[config.mk]
export PLATFORM = sky130hd
export DESIGN_NAME = slice_result_collector
export DESIGN_NICKNAME = d
export VERILOG_FILES = /design/src/rtl/slice_result_collector.sv
export SDC_FILE = /design/constraint.sdc
export NUM_CORES = 1
export LEC_CHECK = 0
export BUFFER_PORTS_ARGS = -buffer_cell sky130_fd_sc_hd__buf_2
export CORE_ASPECT_RATIO = 1.75
export CORE_MARGIN = 4
export CORE_UTILIZATION = 45
export DETAILED_ROUTE_END_ITERATION = 10
export PLACE_DENSITY = 0.72
export SETUP_SLACK_MARGIN = 0.4
export SKIP_CTS_REPAIR_TIMING = 1
export SYNTH_ARGS = -nofsm -noshare
export SYNTH_HDL_FRONTEND = slang
export SYNTH_SLANG_ARGS = --single-unit
[constraint.sdc]
create_clock -name CK -period 2.54 [get_ports CK]
set_clock_uncertainty 0.15 [all_clocks]
set_input_delay 0.635 -clock CK [delete_from_list [all_inputs] [get_ports CK]]
set_output_delay 0.635 -clock CK [all_outputs]
set_load 0.005 [all_outputs]
[src/rtl/slice_result_collector.sv]
// slice_result_collector
//   Downstream stage of the sliced inverter/OAI array. It captures one C
//   result word through a valid/ready handshake and then streams it out as
//   SLICE_W-bit slices. Only the slices enabled in SLICE_MASK are sent. The
//   block also counts the words it has fully emitted.
// Ports:
//   CK, RST        clock, asynchronous active-high reset
//   C_VALID/READY  upstream word handshake; C is the WIDTH-bit result word
//   S_VALID/READY  downstream slice handshake
//   S_DATA/IDX     slice payload (zero-extended) and its slice index
//   S_LAST/PAR     final enabled slice of the word, XOR-reduce of S_DATA
//   WORD_CNT       completed-word counter, wraps silently
module slice_result_collector #(
  parameter int unsigned               WIDTH      = 41,
  parameter int unsigned               SLICE_W    = 12,
  parameter int unsigned               NUM_SLICES = 4,
  parameter logic [NUM_SLICES-1:0]     SLICE_MASK = 4'b0101,
  parameter int unsigned               CNT_W      = 16
) (
  input  logic               CK,
  input  logic               RST,
  input  logic               C_VALID,
  output logic               C_READY,
  input  logic [WIDTH-1:0]   C,
  output logic               S_VALID,
  input  logic               S_READY,
  output logic [SLICE_W-1:0] S_DATA,
  output logic [1:0]         S_IDX,
  output logic               S_LAST,
  output logic               S_PAR,
  output logic [CNT_W-1:0]   WORD_CNT
);

  localparam int unsigned PAD_W = NUM_SLICES * SLICE_W;

  localparam logic ST_IDLE = 1'b0;
  localparam logic ST_SEND = 1'b1;

  logic               state_q, state_d;
  logic               rdy_q, rdy_d;
  logic [WIDTH-1:0]   word_q, word_d;
  logic [1:0]         idx_q, idx_d;
  logic [SLICE_W-1:0] data_q, data_d;
  logic               last_q, last_d;
  logic               par_q, par_d;
  logic [CNT_W-1:0]   cnt_q, cnt_d;

  logic [1:0]         first_idx, next_idx;
  logic               first_found, next_found;

  // The word is zero-padded to a whole number of slices. That way the top
  // slice carries only the remaining upper bits.
  function automatic logic [SLICE_W-1:0] slice_of(input logic [WIDTH-1:0] w,
                                                  input logic [1:0] i);
    logic [PAD_W-1:0] p;
    p = '0;
    p[WIDTH-1:0] = w;
    return p[int'(i)*SLICE_W +: SLICE_W];
  endfunction

  function automatic logic is_last(input logic [1:0] i);
    logic l;
    l = 1'b1;
    for (int unsigned j = 0; j < NUM_SLICES; j++)
      if (SLICE_MASK[j] && (j > 32'(i))) l = 1'b0;
    return l;
  endfunction

  // The lowest enabled slice, and the next enabled slice above the current
  // pointer. Disabled slices are skipped here, so they take no cycles.
  always_comb begin
    first_idx   = '0;
    first_found = 1'b0;
    next_idx    = idx_q;
    next_found  = 1'b0;
    for (int unsigned j = 0; j < NUM_SLICES; j++) begin
      if (SLICE_MASK[j] && !first_found) begin
        first_idx   = 2'(j);
        first_found = 1'b1;
      end
      if (SLICE_MASK[j] && (j > 32'(idx_q)) && !next_found) begin
        next_idx   = 2'(j);
        next_found = 1'b1;
      end
    end
  end

  always_comb begin
    state_d = state_q;
    word_d  = word_q;
    idx_d   = idx_q;
    data_d  = data_q;
    last_d  = last_q;
    cnt_d   = cnt_q;
    case (state_q)
      ST_IDLE: begin
        if (C_VALID && rdy_q) begin
          if (SLICE_MASK == '0) begin
            cnt_d = cnt_q + 1'b1;
          end else begin
            // The first slice comes straight from C, because word_q only
            // loads on this same edge.
            word_d  = C;
            idx_d   = first_idx;
            data_d  = slice_of(C, first_idx);
            last_d  = is_last(first_idx);
            state_d = ST_SEND;
          end
        end
      end
      default: begin
        if (S_READY) begin
          if (last_q) begin
            cnt_d   = cnt_q + 1'b1;
            state_d = ST_IDLE;
          end else begin
            idx_d  = next_idx;
            data_d = slice_of(word_q, next_idx);
            last_d = is_last(next_idx);
          end
        end
      end
    endcase
    par_d = ^data_d;
    rdy_d = (state_d == ST_IDLE);
  end

  always_ff @(posedge CK or posedge RST) begin
    if (RST) begin
      state_q <= ST_IDLE;
      rdy_q   <= 1'b0;
      word_q  <= '0;
      idx_q   <= '0;
      data_q  <= '0;
      last_q  <= 1'b0;
      par_q   <= 1'b0;
      cnt_q   <= '0;
    end else begin
      state_q <= state_d;
      rdy_q   <= rdy_d;
      word_q  <= word_d;
      idx_q   <= idx_d;
      data_q  <= data_d;
      last_q  <= last_d;
      par_q   <= par_d;
      cnt_q   <= cnt_d;
    end
  end

  assign C_READY  = rdy_q;
  assign S_VALID  = (state_q == ST_SEND);
  assign S_DATA   = data_q;
  assign S_IDX    = idx_q;
  assign S_LAST   = last_q;
  assign S_PAR    = par_q;
  assign WORD_CNT = cnt_q;

endmodule

* Yosys cells after proc, flatten, opt, wreduce, memory -nomap -nowiden
Index checks and enable logic that the tools add are counted.
** Cells by class
- Add/subtract/negate cells :: 1
- $mul :: 1
- $lt $le $gt $ge :: 2
- Equality and inequality tests :: 2
- Shift-type cells :: 1
- Muxes and demuxes :: 18
- Bitwise operators :: 2
- Reductions and logical operators :: 7
** Operators by type and width (number)
- 12-bit 2-to-1 mux :: 4
- 48-bit by 7-bit variable part select with 12-bit output :: 1
- 16-bit by 1-bit adder with 16-bit output (second input constant) :: 1
- 12-bit parity :: 1
- 2-bit 2-to-1 mux :: 5
- 1-bit 2-to-1 mux :: 9
- 3-bit AND reduction :: 2
- 2-bit greater-than comparator (first input constant) :: 2
- 2-bit by 2-bit multiplier with 4-bit output (second input constant) :: 1
- 2-bit inequality test (second input constant) :: 2
- 2-bit AND reduction :: 2
- 1-bit NOT :: 2
- 2-bit nonzero test :: 1
- 1-bit logical AND :: 1
** Word-level totals
- Bits in registers :: 75
- Input port bits :: 45
- Output and inout bits :: 34
- Word-level logic and storage cells :: 42

* Longest topological paths before layout
- Word-level depth :: 8
- Depth in mapped cells :: 8
- Depth with buffers taken out :: 6

* Least setup slack after synthesis
OpenSTA, ideal clock, no wires.
- Path kind :: in2reg
- From :: input S_READY
- To :: register par_q (netlist: S_PAR)
- Setup time :: 0.134 ns
- Arrival :: 1.941 ns
- Required time :: 2.256 ns
- Setup slack :: 0.316 ns
- Cell stages on the path :: 7
- Buffers on the path :: 1
- Path through :: and2b_1 -> buf_6 -> o21ai_2 -> a2111o_1 -> o221ai_2 -> xor2_1 -> xnor3_1
** On the way
- Word-level cells in the longest chain between the ends :: 3
** RTL lines
- start, declared :: line 26 : input logic S_READY,
- 12-bit 2-to-1 mux :: line 112 : if (S_READY) begin
- 12-bit 2-to-1 mux :: line 95 : case (state_q)
- 12-bit parity :: line 124 : par_d = ^data_d;
- named net par_d :: line 45 : logic par_q, par_d;
- end signal, assigned :: line 145 : par_q <= par_d;
- end, declared :: line 45
The timed path passes the listed nets, and every way through them passes these cells.
A chain may end at the register's enable or synchronous reset.

* Worst setup path in the final report
Ends and elaborated chain as after synthesis.

==> impl_metrics.py <==
metrics = {
    "floorplan": {
        "ioPinCount": 79,
        "dieArea_um2": 6985,
        "dieHeight_um": 107.6,
        "rows": 36,
        "die_width_um": 64.92,
        "core_area_um2": 5540,
        "start_util": 0.4605,
    },
    "route": {
        "drt_iter0_drc": 55,
        "final_antenna_net_count": 0,
        "firstDrtPassIters": 4,
        "viasPerCell": 5.154,
        "via_count": 2170,
        "routed_wl_um": 5941,
        "avgRoutedWirePerCell_um": 14.11,
        "remaining_drc_errors": 0,
    },
    "global_routing": {
        "grt_pass1_wl_um": 9708,
        "grt_pass1_vias": 2110,
        "track_usage": 0.1763,
        "antenna_found_initial": 0,
        "grt_overflow": 0,
        "grt_start_max_net_pins": 29,
    },
    "final_layout": {
        "final_cells": 421,
        "antenna_cells": 0,
        "syn_to_final_growth_pct": 30.16,
        "layout-drive-gt1-share": 0.3855,
        "final_area_um2": 3321,
        "nets": 390,
    },
    "timing": {
        "min_period_over_period": 0.8537,
        "slew_headroom": 0.6504,
        "timing.hold.ws_ns": 0.2068,
        "fmax_ghz": 0.4612,
        "worstMarginPinSlew_ns": 0.5237,
        "finalSetupViolations": 0,
        "finalCriticalPeriod_ns": 2.168,
        "grt_setup_unrepaired": "yes",
        "tns_ns": 0,
        "hold_viol": 0,
        "slew_viol_final": 0,
    },
    "cts": {
        "cts_sinks": 51,
        "clock_latency_ns": 0.30,
        "htreeDepth": 2,
        "cts_tree": "yes",
        "cts_buffers": 5,
        "root_buffer": "clkbuf_8",
        "path_clk_slew_ns": 0.09,
        "cts_buffer_depth": 2,
    },
    "critical_path": {
        "critPathKind": "in -> reg",
        "critPathMaxFanout": 4,
        "crit_path_start_kind": "input pin",
        "crit_path_end_kind": "register",
        "cp.arrival_ns": 2.20,
        "crit_required_ns": 2.57,
        "critPathLaunch": "S_READY",
        "timing.rr.start": "S_LAST$_DFFE_PP0P_",
        "reg2reg_depth": 7,
    },
    "power": {
        "powerDensity_nw_per_um2": 1153,
        "p_leak_nw": 1.693,
        "irDropWorstVdd_v": 0.0005571,
    },
    "flow_run": {
        "max-cap-violations": 0,
    },
    "yosys": {
        "ys.flop_type": "dfrtp_1",
        "yosysWarnings": 0,
        "syn_area_um2": 2551,
        "syn_avg_cell_area_um2": 9.812,
        "seq_area_frac_synth": 0.5002,
        "syn_inst": 260,
        "ys_ff_latch": 51,
        "synth_edf_count": 0,
        "async_flop_share": 1.000,
        "synth_cell_types": 42,
        "syn_nets": 306,
    },
    "placed_design": {
        "gp_congestion": 0.8483,
        "dp_cells": 406,
        "dpl.hpwl_um": 4551,
        "io_buffers": 66,
        "postPlaceCellArea_um2": 3112,
    },
    "worst_hold_path": {
        "hp-class": "in -> async",
    },
    "outcome": {
        "status": "complete, no violations",
    },
}
[layer usage]
layer / track usage / share of wire / up-vias
met5: 0 / 0 / -
met4: 0.07110 / 0.020 / 0
met3: 0.03657 / 0.057 / 12
met2: 0.3150 / 0.55 / 66
met1: 0.2001 / 0.38 / 1040
li1: - / - / 1052
[stage by stage]
step / util / setup slack (ns) / power [W]
2_1_floorplan: - / 0.4072 / 0.002703
3_3_place_gp: 0.5617 / 0.05717 / 0.003208
3_5_place_dp: 0.5617 / 0.03789 / 0.003260
4_1_cts: 0.5770 / 0.2639 / 0.003730
5_1_grt: 0.5994 / 0.3154 / 0.004136
6_report: 0.5994 / 0.3717 / 0.003830
[logic make-up after synthesis]
family,share of synthesized area
flip-flops,0.5002
AO/OA/AOI/OAI,0.1133
buffers and inverters,0.03776
XOR/XNOR,0.09809
adder cells (fa/ha/maj),0.004904
AND/OR/NAND/NOR,0.2104
multiplexers,0.03531
[layout by cell type (no fill, tap or decap), types with 3 or more instances in the layout]
master / Yosys / final
dfrtp_2: 0 / 5
xnor2_1: 18 / 16
nor2_1: 11 / 9
dfrtp_1: 51 / 46
buf_4: 2 / 22
xor2_1: 8 / 7
and3_1: 4 / 3
nand2_1: 74 / 72
a21oi_1: 9 / 9
buf_2: 2 / 66
o211ai_1: 3 / 3
inv_1: 5 / 4
mux2i_1: 9 / 7
nand3_1: 20 / 20
clkbuf_8: 0 / 5
o2111ai_4: 1 / 3
nand4_1: 3 / 3
[synth_stat cells, types with 2 or more instances]
cell       number  area [um^2]
nand2_1        74        277.8
dfrtp_1        51         1276
nand3_1        20        100.1
xnor2_1        18        157.7
nor2_1         11        41.29
a21oi_1         9        45.04
mux2i_1         9        90.09
xor2_1          8        70.07
clkbuf_1        5        18.77
inv_1           5        18.77
and3_1          4        25.02
buf_1           3        11.26
nand4_1         3        18.77
o211ai_1        3        22.52
a21oi_2         2        17.52
a221oi_1        2        17.52
a32oi_2         2        32.53
and4_1          2        17.52
buf_2           2        10.01
buf_4           2        15.01
buf_6           2        22.52
nand2_4         2        22.52
o2111ai_1       2        17.52
[path summary, 6_finish.rpt]
path	endpoint	slack, ns
min	WORD_CNT[12]$_DFFE_PP0P_	0.21
max in group asynchronous	S_IDX[1]$_DFFE_PP0P_	1.50
min reg2reg	word_q[25]$_DFFE_PP0P_	0.33
max	S_PAR$_DFF_PP0_	0.37
min in group CK	word_q[25]$_DFFE_PP0P_	0.33
max reg2reg	S_PAR$_DFF_PP0_	0.40
[critical path, cell delays in order]
cell      delay (ns)
buf_2           0.14
and2b_2         0.24
and3_4          0.17
a2111o_1        0.39
o221ai_2        0.09
xor2_2          0.21
xnor3_1         0.33
[area by class of cell]
cell class | count | area, um^2
clock buffers | 6 | 72.57
clock inverters | 2 | 12.51
fillers | 508 | 2220
inverters | 5 | 18.77
multi-input cells | 190 | 1292
flip-flops and latches | 51 | 1282
well taps | 76 | 95.09
repair buffers | 91 | 546.8
[report_power, final]
part           internal [W]  switching [W]
logic               0.00103       0.000951
registers           0.00113       0.000265
clock network      0.000193       0.000262
total               0.00235        0.00148
[sequential cells by signal, indices dropped and copies added (netlist names)]
name / cells
WORD_CNT: 16
S_PAR: 1
S_DATA: 12
C_READY: 1
S_LAST: 1
S_IDX: 2
S_VALID: 1
word_q: 17
No activity file was read; power rests on OpenSTA's default activity.
